[config.mk]
export PLATFORM = sky130hd
export DESIGN_NAME = spi_slave
export DESIGN_NICKNAME = d
export VERILOG_FILES = /design/src/rtl/spi_slave.sv
export SDC_FILE = /design/constraint.sdc
export NUM_CORES = 1
export LEC_CHECK = 0
export CAP_MARGIN = 20
export CORE_MARGIN = 10
export CORE_UTILIZATION = 51
export CTS_BUF_LIST = sky130_fd_sc_hd__clkbuf_4 sky130_fd_sc_hd__clkbuf_8
export DETAILED_ROUTE_END_ITERATION = 8
export PLACE_DENSITY_LB_ADDON = 0.15
export SETUP_SLACK_MARGIN = 0.5
export SYNTH_ARGS = -nofsm -noshare
export SYNTH_HDL_FRONTEND = slang
export SYNTH_SLANG_ARGS = --single-unit
export TNS_END_PERCENT = 10
[constraint.sdc]
create_clock -name clk -period 1.7 [get_ports clk]
set_input_delay 0.34 -clock clk [delete_from_list [all_inputs] [get_ports clk]]
set_output_delay 0.34 -clock clk [all_outputs]
set_load 0.02 [all_outputs]
[src/rtl/spi_slave.sv]
// SPI responder: oversamples sclk/CS/MOSI in the clk domain, shifts a buffered byte out on MISO
// and assembles received bytes MSB first. Handles all four CPOL/CPHA modes and back-to-back bytes.
module spi_slave #(
    parameter int SYNC_STAGES = 2
) (
    input  logic       clk,
    input  logic       rst,
    input  logic       CPOL,
    input  logic       CPHA,
    input  logic       sclk,
    input  logic       CS,
    input  logic       MOSI,
    output logic       MISO,
    input  logic [7:0] Tx_byte,
    input  logic       tx_load,
    output logic       tx_ready,
    output logic [7:0] Rx_byte,
    output logic       rx_valid,
    output logic       tx_underrun,
    output logic       busy
);
    localparam int STAGES = (SYNC_STAGES < 2) ? 2 : SYNC_STAGES;

    typedef enum logic {
        IDLE = 1'b0,
        XFER = 1'b1
    } state_t;

    logic [STAGES-1:0] sclk_sync_q;
    logic [STAGES-1:0] cs_sync_q;
    logic [STAGES-1:0] mosi_sync_q;
    logic              sclk_prev_q;
    logic              rise_q;
    logic              fall_q;
    logic              cs_q;
    logic              mosi_q;

    state_t     state_q, state_d;
    logic       cpol_q, cpol_d;
    logic       cpha_q, cpha_d;
    logic [2:0] cnt_q, cnt_d;
    logic       done_q, done_d;
    logic [7:0] rx_sr_q, rx_sr_d;
    logic [7:0] tx_sr_q, tx_sr_d;
    logic [7:0] hold_q, hold_d;
    logic       tx_ready_q, tx_ready_d;
    logic [7:0] rx_byte_q, rx_byte_d;
    logic       rx_valid_q, rx_valid_d;
    logic       underrun_q, underrun_d;

    logic       lead_edge;
    logic       trail_edge;
    logic       sample_edge;
    logic       shift_edge;
    logic       byte_load;

    // Edge pulses are registered one cycle past the synchronizer; CS and MOSI get the same
    // extra delay so all three stay aligned with each other.
    always_ff @(posedge clk or posedge rst) begin
        if (rst) begin
            sclk_sync_q <= '0;
            cs_sync_q   <= '1;
            mosi_sync_q <= '0;
            sclk_prev_q <= 1'b0;
            rise_q      <= 1'b0;
            fall_q      <= 1'b0;
            cs_q        <= 1'b1;
            mosi_q      <= 1'b0;
        end else begin
            sclk_sync_q <= {sclk_sync_q[STAGES-2:0], sclk};
            cs_sync_q   <= {cs_sync_q[STAGES-2:0], CS};
            mosi_sync_q <= {mosi_sync_q[STAGES-2:0], MOSI};
            sclk_prev_q <= sclk_sync_q[STAGES-1];
            rise_q      <= sclk_sync_q[STAGES-1] & ~sclk_prev_q;
            fall_q      <= ~sclk_sync_q[STAGES-1] & sclk_prev_q;
            cs_q        <= cs_sync_q[STAGES-1];
            mosi_q      <= mosi_sync_q[STAGES-1];
        end
    end

    assign lead_edge   = cpol_q ? fall_q : rise_q;
    assign trail_edge  = cpol_q ? rise_q : fall_q;
    assign sample_edge = cpha_q ? trail_edge : lead_edge;
    assign shift_edge  = cpha_q ? lead_edge : trail_edge;

    always_ff @(posedge clk or posedge rst) begin
        if (rst) begin
            state_q    <= IDLE;
            cpol_q     <= 1'b0;
            cpha_q     <= 1'b0;
            cnt_q      <= 3'd0;
            done_q     <= 1'b0;
            rx_sr_q    <= 8'h00;
            tx_sr_q    <= 8'h00;
            hold_q     <= 8'h00;
            tx_ready_q <= 1'b1;
            rx_byte_q  <= 8'h00;
            rx_valid_q <= 1'b0;
            underrun_q <= 1'b0;
        end else begin
            state_q    <= state_d;
            cpol_q     <= cpol_d;
            cpha_q     <= cpha_d;
            cnt_q      <= cnt_d;
            done_q     <= done_d;
            rx_sr_q    <= rx_sr_d;
            tx_sr_q    <= tx_sr_d;
            hold_q     <= hold_d;
            tx_ready_q <= tx_ready_d;
            rx_byte_q  <= rx_byte_d;
            rx_valid_q <= rx_valid_d;
            underrun_q <= underrun_d;
        end
    end

    always_comb begin
        state_d    = state_q;
        cpol_d     = cpol_q;
        cpha_d     = cpha_q;
        cnt_d      = cnt_q;
        done_d     = done_q;
        rx_sr_d    = rx_sr_q;
        tx_sr_d    = tx_sr_q;
        hold_d     = hold_q;
        tx_ready_d = tx_ready_q;
        rx_byte_d  = rx_byte_q;
        rx_valid_d = 1'b0;
        underrun_d = 1'b0;
        byte_load  = 1'b0;

        case (state_q)
            IDLE: begin
                if (!cs_q) begin
                    state_d = XFER;
                    cpol_d  = CPOL;
                    cpha_d  = CPHA;
                    cnt_d   = 3'd0;
                    done_d  = 1'b0;
                    // CPHA=1 defers the load to the first leading edge, where bit 7 is launched.
                    if (!CPHA) begin
                        byte_load = 1'b1;
                    end else begin
                        tx_sr_d = 8'h00;
                    end
                end
            end
            XFER: begin
                if (cs_q) begin
                    state_d = IDLE;
                end else if (sample_edge) begin
                    rx_sr_d = {rx_sr_q[6:0], mosi_q};
                    if (cnt_q == 3'd7) begin
                        rx_byte_d  = {rx_sr_q[6:0], mosi_q};
                        rx_valid_d = 1'b1;
                        cnt_d      = 3'd0;
                        done_d     = 1'b1;
                    end else begin
                        cnt_d = cnt_q + 3'd1;
                    end
                end else if (shift_edge) begin
                    if ((cnt_q == 3'd0) && (cpha_q || done_q)) begin
                        byte_load = 1'b1;
                    end else begin
                        tx_sr_d = {tx_sr_q[6:0], 1'b0};
                    end
                end
            end
            default: state_d = IDLE;
        endcase

        if (byte_load) begin
            if (!tx_ready_q) begin
                tx_sr_d    = hold_q;
                tx_ready_d = 1'b1;
            end else begin
                tx_sr_d    = 8'h00;
                underrun_d = 1'b1;
            end
        end

        // A load coinciding with a byte load refills the slot the byte load just emptied.
        if (tx_load && (tx_ready_q || byte_load)) begin
            hold_d     = Tx_byte;
            tx_ready_d = 1'b0;
        end
    end

    assign MISO        = (state_q == XFER) & tx_sr_q[7];
    assign busy        = (state_q == XFER);
    assign tx_ready    = tx_ready_q;
    assign Rx_byte     = rx_byte_q;
    assign rx_valid    = rx_valid_q;
    assign tx_underrun = underrun_q;

endmodule
==> flow_summary.ini, run 1 <==
[synth]
ys_seq_area_frac = 0.6042
yosysUniqueCellTypes = 36
synth-seq-cells = 52
netlist_instances = 158
synth_area_per_cell_sq_um = 13.68
synth.net_count = 177
syn_area_sq_um = 2162
yosysWarningCount = 0

[placed_design]
io_buffers = 28
place_congestion = 0.7538
dpl.hpwl_um = 2870
placed_area_sq_um = 2638

[cells_and_area]
fin_area_sq_um = 2865
layout-drive-gt1-share = 0.4306
diodes = 0
area_delta_synth_final_pct = 32.52
post-route-util = 0.7061
fin_nets = 234

[run_status]
status = finished with violations
violations = negative setup slack

[worst_setup_path]
start_kind = register
cp_slowest_stage_delay_ns = 0.43
critPathBufInv = 2
path_delay_family = multiplexers
slowest_stage = dfrtp_1
path_class = reg2reg
crit_arrival_ns = 2.01
critPathMaxFanout = 4
critPathRequiredTime_ns = 1.89
path_cells = xnor2_2 -> buf_4 -> mux2i_2 -> nor3b_2 -> buf_2 -> mux2_2
end_kind = register

[floorplan]
chipHeight_um = 85.11
num_io_pins = 29
dieArea_sq_um = 7244
rows = 23
core_sq_um = 4058
initial_core_util = 0.5328
die_w_um = 85.11

[grt]
antenna_found_initial = 0
grt_overflow_total = 0
grt_max_degree = 53
grt_pass1_vias = 1469
track_usage = 0.1154
grt_first_pass_wirelength_um = 6975

[timing]
fin_crit_sh = 1.075
fmax_ghz = 0.5470
finalWorstSetupSlack_ns = -0.1282
final-setup-viol-count = 29
rsz0062_at_grt = true
layout_min_cycle_time_ns = 1.828
tightest_slew_ns = 0.3433
skew_ns = 0.009848
hold_viol_final = 0
drv_slew = 0
slew_headroom = 0.7709
whs_ns = 0.3562

[power_and_ir_drop]
swShare = 0.2667
powerDensity_nw_per_um2 = 1032
p_leak_nw = 1.351
p_int_mw = 2.169
pwr-share-comb = 0.218
p_switching_uw = 788.8
peakVddDrop_mv = 0.6292
seqPwrFrac = 0.537
clock_power_share = 0.245

[drt]
vias = 1437
remaining_drc_errors = 0
via_per_inst = 5.402
wl_per_cell_um = 15.71
drt_iter0_drc = 115
drtAntennaViolNets = 0
totalWireLength_um = 4180
dr.pass1.iters = 4

[clock_network]
path_clk_slew_ns = 0.09
htreeDepth = 2
cts_buffer_depth = 2
cts_tree = yes
clock_tree.root_cell = clkbuf_8
cts_buffers = 5
clock_sink_count = 52
worstSkewPairLatency_ns = 0.30

[min_path]
hp-class = reg2reg

[run]
maxCapViolations = 0
## worst paths after layout
kind | startpoint | to | slack, ns | cells past startpoint
worst max-delay path | cpol_q$_DFFE_PP0P_ | Rx_byte[2]$_DFFE_PP0P_ | -0.13 | 6
worst min-delay path | sclk_sync_q[0]$_DFF_PP0_ | sclk_sync_q[1]$_DFF_PP0_ | 0.36 | 0
worst max register to register | cpol_q$_DFFE_PP0P_ | Rx_byte[2]$_DFFE_PP0P_ | -0.13 | 6
worst min register to register | sclk_sync_q[0]$_DFF_PP0_ | sclk_sync_q[1]$_DFF_PP0_ | 0.36 | 0
max in group asynchronous | rst | tx_ready$_DFFE_PP1P_ | 1.02 | 3
min in group asynchronous | rst | sclk_prev_q$_DFF_PP0_ | 0.40 | 3
## cell families (layout without fill, tap and decap cells)
group,Yosys count,count (layout),synth area share
flip-flops,52,52,0.6042
AND/OR/NAND/NOR,42,42,0.1146
XOR/XNOR,1,1,0.007525
adder cells (fa/ha/maj),3,3,0.01736
multiplexers,30,30,0.1551
buffers and inverters,10,68,0.02257
AO/OA/AOI/OAI,20,20,0.07871
## cell usage in the layout (no fill, tap or decap), types with 3 or more instances in the layout
cell,count
buf_4,19
clkbuf_8,6
nor2_1,10
inv_1,6
nor2b_1,3
dfrtp_1,47
clkdlybuf4s50_1,15
ha_1,3
a221o_1,7
dfstp_2,4
mux2_4,6
buf_2,3
mux2i_1,3
mux2_2,19
nand2b_1,5
buf_6,14
nand2_1,10
## cell type report
cell class                      count  area [sq um]
Clock buffer                        6         82.58
Tap cell                           50         62.56
Multi-Input combinational cell     96         867.1
Clock inverter                      2         13.76
Timing Repair Buffer               53         505.5
Sequential cell                    52          1308
Inverter                            7         26.28
Fill cell                         287          1192
## cells in the mapped netlist, drive strengths merged
cell type / number / area [sq um]
dfrtp: 48 / 1201
xnor2: 1 / 16.27
o211ai: 1 / 7.510
mux2i: 5 / 53.80
a31oi: 1 / 21.27
a21oi: 3 / 15.01
o21a: 1 / 7.510
ha: 3 / 37.54
a31o: 1 / 8.760
nand2: 10 / 37.54
a211oi: 1 / 7.510
o32a: 1 / 10.01
nand3: 1 / 5.000
nor3: 2 / 10.01
nor3b: 4 / 41.29
or3: 1 / 6.260
nor2b: 3 / 18.77
inv: 7 / 26.28
and2: 1 / 6.260
nor2: 12 / 47.55
clkbuf: 1 / 3.750
dfstp: 4 / 105.1
nor4b: 1 / 23.77
buf: 2 / 18.77
or2: 1 / 6.260
nand2b: 6 / 45.04
o22ai: 2 / 12.51
o21ai: 2 / 10.01
mux2: 25 / 281.5
a221o: 7 / 70.07
## registers in the layout, summed over array words and instances (netlist names), 2 cells and up
| signal | count |
|---|---|
| sclk_sync_q | 2 |
| Rx_byte | 8 |
| cnt_q | 3 |
| mosi_sync_q | 2 |
| hold_q | 8 |
| tx_sr_q | 8 |
| cs_sync_q | 2 |
| rx_sr_q | 7 |
## routing by layer
layer | global-route usage | vias to the layer above | part of all wire
met3 | 0.03920 | 2 | 0.059
li1 | - | 667 | -
met2 | 0.1873 | 36 | 0.49
met1 | 0.1407 | 732 | 0.44
met4 | 0.03593 | 0 | 0.0053
met5 | 0 | - | 0
## through the flow
step | setup TNS (ns) | power, mW | cells | worst slack, ns
final | -2.104 | 2.958 | 266 | -0.1282
after global routing | -4.412 | 3.119 | 266 | -0.2090
after CTS | -1.054 | 2.943 | 263 | -0.07931
after detailed placement | -2.383 | 2.182 | 252 | -0.2097
after global placement | -1.622 | 2.143 | 252 | -0.1837
after floorplan | 0 | 1.947 | 158 | 0.009268
## timing repair
action                     in CTS  in global routing
cloned                          0                  1
setup endpoints to repair      53                 51
setup buffers                   3                  2
gates resized for setup        74                 26
pin swaps                       7                  7
hold buffers                    0                  0
hold endpoints to repair        0                  0
## power by group through the flow
stage          logic (mW)  clock network [mW]  registers [mW]
2_1_floorplan       0.380                   0            1.57
3_3_place_gp        0.550                   0            1.59
3_5_place_dp        0.576                   0            1.61
4_1_cts             0.618               0.741            1.58
5_1_grt             0.706               0.799            1.61
6_report            0.644               0.726            1.59
Power figures use the tool's default switching activity.
==> run 2: changes to the inputs <==
Settings changed: GPL_ROUTABILITY_DRIVEN set to 0.
==> results of run 2 <==
No change in the layout: final DEF, timing and power equal those of run 1.
